## src/rtl/apb_pkg.sv

```systemverilog
// Shared definitions for the APB arbiter: bus width, FSM encoding and
// a small helper for index widths.
package apb_pkg;

   localparam int APB_W = 32;

   typedef enum logic [1:0] {
      IDLE   = 2'd0,
      SETUP  = 2'd1,
      ACCESS = 2'd2
   } state_t;

   // Bits needed to hold an index in 0..n-1, never less than one.
   function automatic int idx_w(input int n);
      return (n > 1) ? $clog2(n) : 1;
   endfunction

endpackage

```

## src/rtl/rr_pick.sv

```systemverilog
// Combinational round-robin picker: searches from last+1 upward, wrapping
// modulo PORTS, and returns the first requesting index.
module rr_pick
   import apb_pkg::*;
#(
   parameter int PORTS = 3,
   localparam int IW = idx_w(PORTS)
) (
   input  logic [PORTS-1:0] req,
   input  logic [IW-1:0]    last,
   output logic [IW-1:0]    idx,
   output logic             valid
);

   logic [IW-1:0] cand;

   // Walk the ring once starting just after the previous winner.
   always_comb begin
      idx   = '0;
      valid = 1'b0;
      cand  = '0;
      for (int k = 1; k <= PORTS; k++) begin
         cand = IW'((int'(last) + k) % PORTS);
         if (!valid && req[cand]) begin
            valid = 1'b1;
            idx   = cand;
         end
      end
   end

endmodule

```

## src/rtl/apb_arbiter.sv

```systemverilog
// Multi-requester APB master: round-robin arbitration in front of a
// single APB bus. Completion is reported combinationally in the final
// ACCESS cycle, and a new grant can be issued in that same cycle so
// back-to-back transfers take two cycles each.
//
// Requester handshake: r_req[i] is held high until r_ack[i] pulses for one
// cycle; r_rdata/r_err are meaningful only in that cycle and read as zero
// otherwise. A request still high in its ack cycle counts as a new request.
module apb_arbiter
   import apb_pkg::*;
#(
   parameter int PORTS   = 3,
   parameter int TIMEOUT = 0
) (
   input  logic                   clk,
   input  logic                   reset,
   input  logic [PORTS-1:0]       r_req,
   input  logic [PORTS*APB_W-1:0] r_addr,
   input  logic [PORTS-1:0]       r_write,
   input  logic [PORTS*APB_W-1:0] r_wdata,
   output logic [PORTS-1:0]       r_ack,
   output logic [APB_W-1:0]       r_rdata,
   output logic                   r_err,
   output logic [APB_W-1:0]       m_paddr,
   output logic                   m_pwrite,
   output logic                   m_psel,
   output logic                   m_penable,
   output logic [APB_W-1:0]       m_pwdata,
   input  logic [APB_W-1:0]       m_prdata,
   input  logic                   m_pready,
   input  logic                   m_pslverr,
   output state_t                 dbg_state
);

   localparam int IW = idx_w(PORTS);
   localparam int TW = (TIMEOUT > 0) ? $clog2(TIMEOUT + 1) : 1;

   state_t           state, state_n;
   logic [IW-1:0]    grant, last_grant, pick_idx;
   logic             pick_valid, load, timed_out;
   logic [TW-1:0]    tcnt;
   logic [APB_W-1:0] sel_addr, sel_wdata;
   logic             sel_write;

   rr_pick #(.PORTS(PORTS)) u_pick (
      .req   (r_req),
      .last  (last_grant),
      .idx   (pick_idx),
      .valid (pick_valid)
   );

   assign timed_out = (TIMEOUT > 0) && (tcnt == TW'(TIMEOUT));
   assign dbg_state = state;

   // Payload of the requester the picker currently selects.
   always_comb begin
      sel_addr  = '0;
      sel_wdata = '0;
      sel_write = 1'b0;
      for (int i = 0; i < PORTS; i++) begin
         if (pick_idx == IW'(i)) begin
            sel_addr  = r_addr[i*APB_W +: APB_W];
            sel_wdata = r_wdata[i*APB_W +: APB_W];
            sel_write = r_write[i];
         end
      end
   end

   // Next state, grant load strobe and requester-side completion outputs.
   always_comb begin
      state_n   = state;
      load      = 1'b0;
      r_ack     = '0;
      r_rdata   = '0;
      r_err     = 1'b0;
      m_psel    = (state != IDLE);
      m_penable = (state == ACCESS);
      case (state)
         IDLE: begin
            if (pick_valid) begin
               load    = 1'b1;
               state_n = SETUP;
            end
         end
         SETUP: state_n = ACCESS;
         ACCESS: begin
            // A ready completer wins over a timeout in the same cycle.
            if (m_pready || timed_out) begin
               r_ack[grant] = 1'b1;
               if (m_pready) begin
                  r_rdata = m_prdata;
                  r_err   = m_pslverr;
               end else begin
                  r_err   = 1'b1;
               end
               if (pick_valid) begin
                  load    = 1'b1;
                  state_n = SETUP;
               end else begin
                  state_n = IDLE;
               end
            end
         end
         default: state_n = IDLE;
      endcase
   end

   // FSM state register.
   always_ff @(posedge clk or posedge reset) begin
      if (reset) state <= IDLE;
      else       state <= state_n;
   end

   // Grant bookkeeping and APB payload registers, updated only on a grant.
   always_ff @(posedge clk or posedge reset) begin
      if (reset) begin
         grant      <= '0;
         last_grant <= IW'(PORTS - 1);
         m_paddr    <= '0;
         m_pwrite   <= 1'b0;
         m_pwdata   <= '0;
      end else if (load) begin
         grant      <= pick_idx;
         last_grant <= pick_idx;
         m_paddr    <= sel_addr;
         m_pwrite   <= sel_write;
         m_pwdata   <= sel_wdata;
      end
   end

   // Wait-state counter: cleared in SETUP (entry to ACCESS), counts stalls.
   always_ff @(posedge clk or posedge reset) begin
      if (reset) begin
         tcnt <= '0;
      end else if (state == SETUP) begin
         tcnt <= '0;
      end else if (TIMEOUT > 0 && state == ACCESS && !m_pready) begin
         tcnt <= tcnt + TW'(1);
      end
   end

endmodule

```

## config.mk

```make
export PLATFORM = sky130hd
export DESIGN_NAME = apb_arbiter
export DESIGN_NICKNAME = d
export VERILOG_FILES = /design/src/rtl/apb_pkg.sv /design/src/rtl/rr_pick.sv /design/src/rtl/apb_arbiter.sv
export SDC_FILE = /design/constraint.sdc
export NUM_CORES = 1
export LEC_CHECK = 0
export BUFFER_PORTS_ARGS = -buffer_cell sky130_fd_sc_hd__buf_2
export CAP_MARGIN = 20
export CORE_AREA = 2 2 133 135
export CTS_BUF_LIST = sky130_fd_sc_hd__clkbuf_2 sky130_fd_sc_hd__clkbuf_4 sky130_fd_sc_hd__clkbuf_8
export CTS_CLUSTER_DIAMETER = 150
export DETAILED_ROUTE_END_ITERATION = 12
export DIE_AREA = 0 0 135 137
export HOLD_SLACK_MARGIN = 0.02
export MAX_ROUTING_LAYER = met4
export PLACE_DENSITY = 0.74
export SLEW_MARGIN = 10
export SYNTH_ARGS = -nofsm -noshare
export SYNTH_HDL_FRONTEND = slang
export SYNTH_SLANG_ARGS = --single-unit
```

## constraint.sdc

```tcl
create_clock -name clk -period 2.85 [get_ports clk]
set_clock_uncertainty 0.05 [all_clocks]
set_input_delay 0.57 -clock clk [delete_from_list [all_inputs] [get_ports clk]]
set_output_delay 0.57 -clock clk [all_outputs]
set_load 0.02 [all_outputs]
```

; After elaboration in Yosys (flattened, before gate mapping)
; Cells that the tools add are included.
[classes]
n_addsub = 3
div = 3
n_lt_le_gt_ge = 5
eq_ne = 6
mux = 36
reduce_logical = 9
[ops]
columns = operator, count
row1 = 32-bit 2-to-1 mux, 8
row2 = 32-bit by 3-bit remainder unit with 32-bit output (second input constant), 3
row3 = 1-bit 2-to-1 mux, 15
row4 = 2-bit by 3-bit less-than comparator with 1-bit output (second input constant), 4
row5 = 2-bit 2-to-1 mux, 5
row6 = 2-bit by 2-bit adder with 3-bit output (second input constant), 2
row7 = 1-bit binary-select mux with 2-bit select, 3
row8 = 3-bit 2-to-1 mux, 2
row9 = 2-bit case mux with 3 select lines, 1
row10 = 2-bit by 1-bit equality test with 1-bit output (second input constant), 2
row11 = 2-bit equality test (second input constant), 2
row12 = 2-bit logical NOT, 2
row13 = 2-bit by 1-bit adder with 3-bit output (second input constant), 1
row14 = 1-bit logical AND, 3
row15 = 1-bit demux with 2-bit select, 1
row16 = 2-bit by 1-bit greater-or-equal comparator with 1-bit output (second input constant), 1
row17 = 1-bit logical NOT, 2
row18 = 2-bit by 1-bit inequality test with 1-bit output (second input constant), 1
row19 = 2-bit inequality test (second input constant), 1
row20 = 1-bit case mux with 2 select lines, 1
row21 = 2-bit AND reduction, 1
row22 = 2-bit nonzero test, 1
[word_totals]
register_bits = 71
input_bits = 234
out_inout_bits = 105
wordCells = 68

; Longest topological paths before layout
[logic_depth]
depth_word = 15
depth_mapped = 11
ltp_nobuf = 8

; Modules after synthesis
; A second synthesis with hierarchy kept.
[hier_totals]
hier_cells = 368
hier_area_um2 = 4330.4
[modules_own_cells]
columns = mod, n_inst, cells_each, area_per_inst_um2, seq_area_each_um2
row1 = apb_arbiter, 1, 348, 4199.0, 1752.9
row2 = rr_pick, 1, 20, 131.4, 0.0

; Worst setup path after synthesis
; Ideal clock, no wire load.
[synth_path]
path_kind = register -> register
from = register, netlist name grant[0]
to = register m_paddr[0]
setup_time_ps = 141
t_arrival_ps = 2192
required_ps = 2659
setup_slack_ps = 467
path_stages_with_launch = 11
n_path_buf = 3
synth_period_minus_slack_ps = 2383
cell_sequence = dfrtp_1 -> inv_1 -> ha_1 -> buf_6 -> nor2b_4 -> o21a_4 -> or4_1 -> buf_2 -> buf_6 -> nand3_1 -> a31oi_1
[synth_lines]
columns = element, line_no
row1 = "end signal, assigned", apb_arbiter.sv:125  ; m_paddr <= sel_addr;
row2 = "end, declared", apb_arbiter.sv:24  ; output logic [APB_W-1:0] m_paddr,

==> out/results.txt <==
DR DRC count = 0
Tightest Pin Transition = 0.742 ns
IO Count = 339
Launching point of the worst reg2reg path = grant[0]
Main flop type after synthesis = dfrtp_1
Dpl hpwl = 15600 um
FMAX = 371 MHz
Routed WL = 23400 um
Synth cell count leaders = 111 x nand3_1, 69 x dfrtp_1, 52 x clkbuf_1, 46 x nand4b_1, 46 x nor4_1
Worst Path Max Fanout = 45
Initial Util = 33.0%
# setup viols final = 0
GRT Resource Usage Total = 25.2%
Most numerous cell in the Yosys netlist = nand3_1
Largest net degree at the start of global routing = 92
Yosys top cell area share = 30.7%
Share of layout cells above drive strength 1 = 42.2%
Clock Pin Slew Worst Setup and Hold Paths = 0.08 ns
Yosys warnings = 0
Max VDD drop = 792 uV
Slew Viols, Final = 0
Critical Path Source = grant[0]
EDFF count, synth = 0
Synth unique cells = 49
Worst flop-to-flop path endpoint = m_pwdata[16]
Hold slack final = 0.216 ns
Filler cell count = 1729
Post-route minimum period = 2.70 ns
Post-DP Area = 7480 um^2
Max_cap viols = 0
Die ar. = 18500 um^2
Drt first pass iters = 8
Clock buffer depth = 2
Reg area = 1750 um^2
Critical Path End = m_pwdata[16]
Post-route cell area = 7700 um^2
Layout Area Growth over Synthesis = 36.8%
PD cells = 1330 nW/um^2
Fin crit share = 94.7%
Synth area leaders = dfrtp_1 31%, nand3_1 9.9%, nand4b_1 7.2%, o221ai_1 7.0%, nor4_1 5.1%
Number of port buffers = 338
Remaining global-route overflow = 0
Crit path DAT = 2.85 ns
Status = finished, final reports clean
Part of the power in registers = 18.9%
1st-iter DRT viols = 528
Mapped Avg Cell Area = 8.20 um^2
Type of origin of the critical path = flop
RePlAce Congestion = 0.887
Switching power = 5.57 mW
Multi-input gate area = 3450 um^2
Site row count = 48
Area leader, netlist = dfrtp_1
Wire per inst = 19.6 um
P_leak = 3.49 nW
Sequential element share of the synthesized area = 31.2%
Clk network pwr share = 7.7%
Design internal power = 4.65 mW
CTS Hold Bufs = 0
WP data required = 3.00 ns
Worst setup EP type = flop
Vias = 7146
Initial antenna violation count = 1
Clk Latency, worst-skew pair = 0.36 ns
Horiz. Die Dim = 135 um
Chip height = 137 um
Area of the core = 17100 um^2
WS Path Type = flop to flop
Switching Fraction = 54.5%
Antenna-violating nets left = 0
RSZ-0062 raised after global routing = no
Num CTS Buffers = 9
Net count, final = 1196
FF+latch count, synth = 70
Vias in the first global route = 6799
Rel. slew slack = 50.4%
Post-CTS Repair Setup Buffers = 0
Worst Reg2Reg Path Length in Cells = 8
Syn Nets = 923
Clk sinks = 70
DR vias/cell = 6.01
Mapped Area = 5630 um^2
H-tree depth = 3
Count of final hold-check violations = 0
R2r setup slk = 0.15 ns
Ys async rst share = 100%
Logic pwr share = 73.4%
Mapped Cells = 686
Root buf cell = clkbuf_8
CTS tree = done
First-pass GRT wire length = 36200 um
Hold WC Path Type = input port to asynchronous set/reset pin
==> cells by family (layout without fill, tap and decap cells) <==
group	count (synthesis)	count (layout)	share of synthesized area [%]
adders and majority gates	3	3	0.667
DFF	70	70	31.2
buffers and inverters	108	384	9.09
AOI/OAI and AO/OA	208	208	26.8
and+or+nand+nor	294	295	31.7
muxes	3	3	0.556
other	0	2	0
==> flip-flops by register name, summed over array words and instances (netlist names) <==
signal and count:
m_pwdata 32, dbg_state 2, m_pwrite 1, m_paddr 32, last_grant 1, grant 2
==> placed cells by master, fill, tap and decap left out, types with 20 or more instances in the layout <==
cell type,instances
o221ai_1,45
nand3_1,111
buf_2,338
nor4_1,45
o21ai_1,40
dfrtp_1,68
o22ai_1,20
a31oi_1,45
and3_1,34
a22o_1,20
nand4b_1,46
==> what timing repair did <==
action / 4_1_cts / 5_1_grt
cloned: 1 / 0
resized for setup: 1 / 6
endpoints found under the setup margin: 1 / 65
==> routing by layer <==
metal	up-vias	GRT usage, %	wire (um)	share of wire (%)
met2	392	41.8	11200	48
li1	3312	-	-	-
met4	0	7.70	431	1.8
met5	-	-	0	0
met1	3398	31.1	9800	42
met3	44	5.26	1960	8.4
==> how the worst min path moves through the flow <==
stage | depth (start not counted) | slack, ns | to
global route | 2 | 0.25 | m_pwdata[15]
detailed placement | 1 | 0.44 | m_paddr[8]
CTS | 2 | 0.22 | m_pwdata[15]
global placement | 1 | 0.44 | m_pwdata[31]
finish | 2 | 0.22 | m_pwdata[15]
floorplan | 2 | 0.44 | last_grant[1]
==> power groups by stage <==
stage	clock, mW	combinational (mW)	sequential, mW
2_1_floorplan	0	4.65	2.44
3_3_place_gp	0	7.20	1.93
3_5_place_dp	0	7.38	1.93
4_1_cts	0.811	7.43	1.92
5_1_grt	0.853	8.12	1.98
6_report	0.791	7.50	1.93
==> through the flow <==
stage               std cells  total power, mW  worst slack (ns)  util, %  setup TNS [ns]
detailed placement       1172             9.32           -0.0271     43.9         -0.0271
floorplan                 686             7.10             0.463        -               0
global route             1189             11.0            0.0108     45.1               0
global placement         1171             9.13            0.0581     43.7               0
finish                   1190             10.2             0.152     45.1               0
CTS                      1188             10.2            0.0310     45.0               0
==> final cells by class <==
class                      count  area share [%]
timing repair buffer         365            26.2
antenna                        2          0.0650
clock buffer                  14            2.26
inverter                       4           0.211
tap                          225            3.66
multi-input combinational    509            44.8
sequential                    70            22.8
clock inverter                 1          0.0650
==> critical path, cell delays in order (launching register included) <==
cell	delay (ns)
dfrtp_1	0.41
inv_1	0.11
ha_2	0.42
nor2b_1	0.10
o21a_4	0.28
or4_2	0.72
buf_12	0.21
nand3_1	0.12
a31oi_1	0.09
No activity file was read; power rests on OpenSTA's default activity.
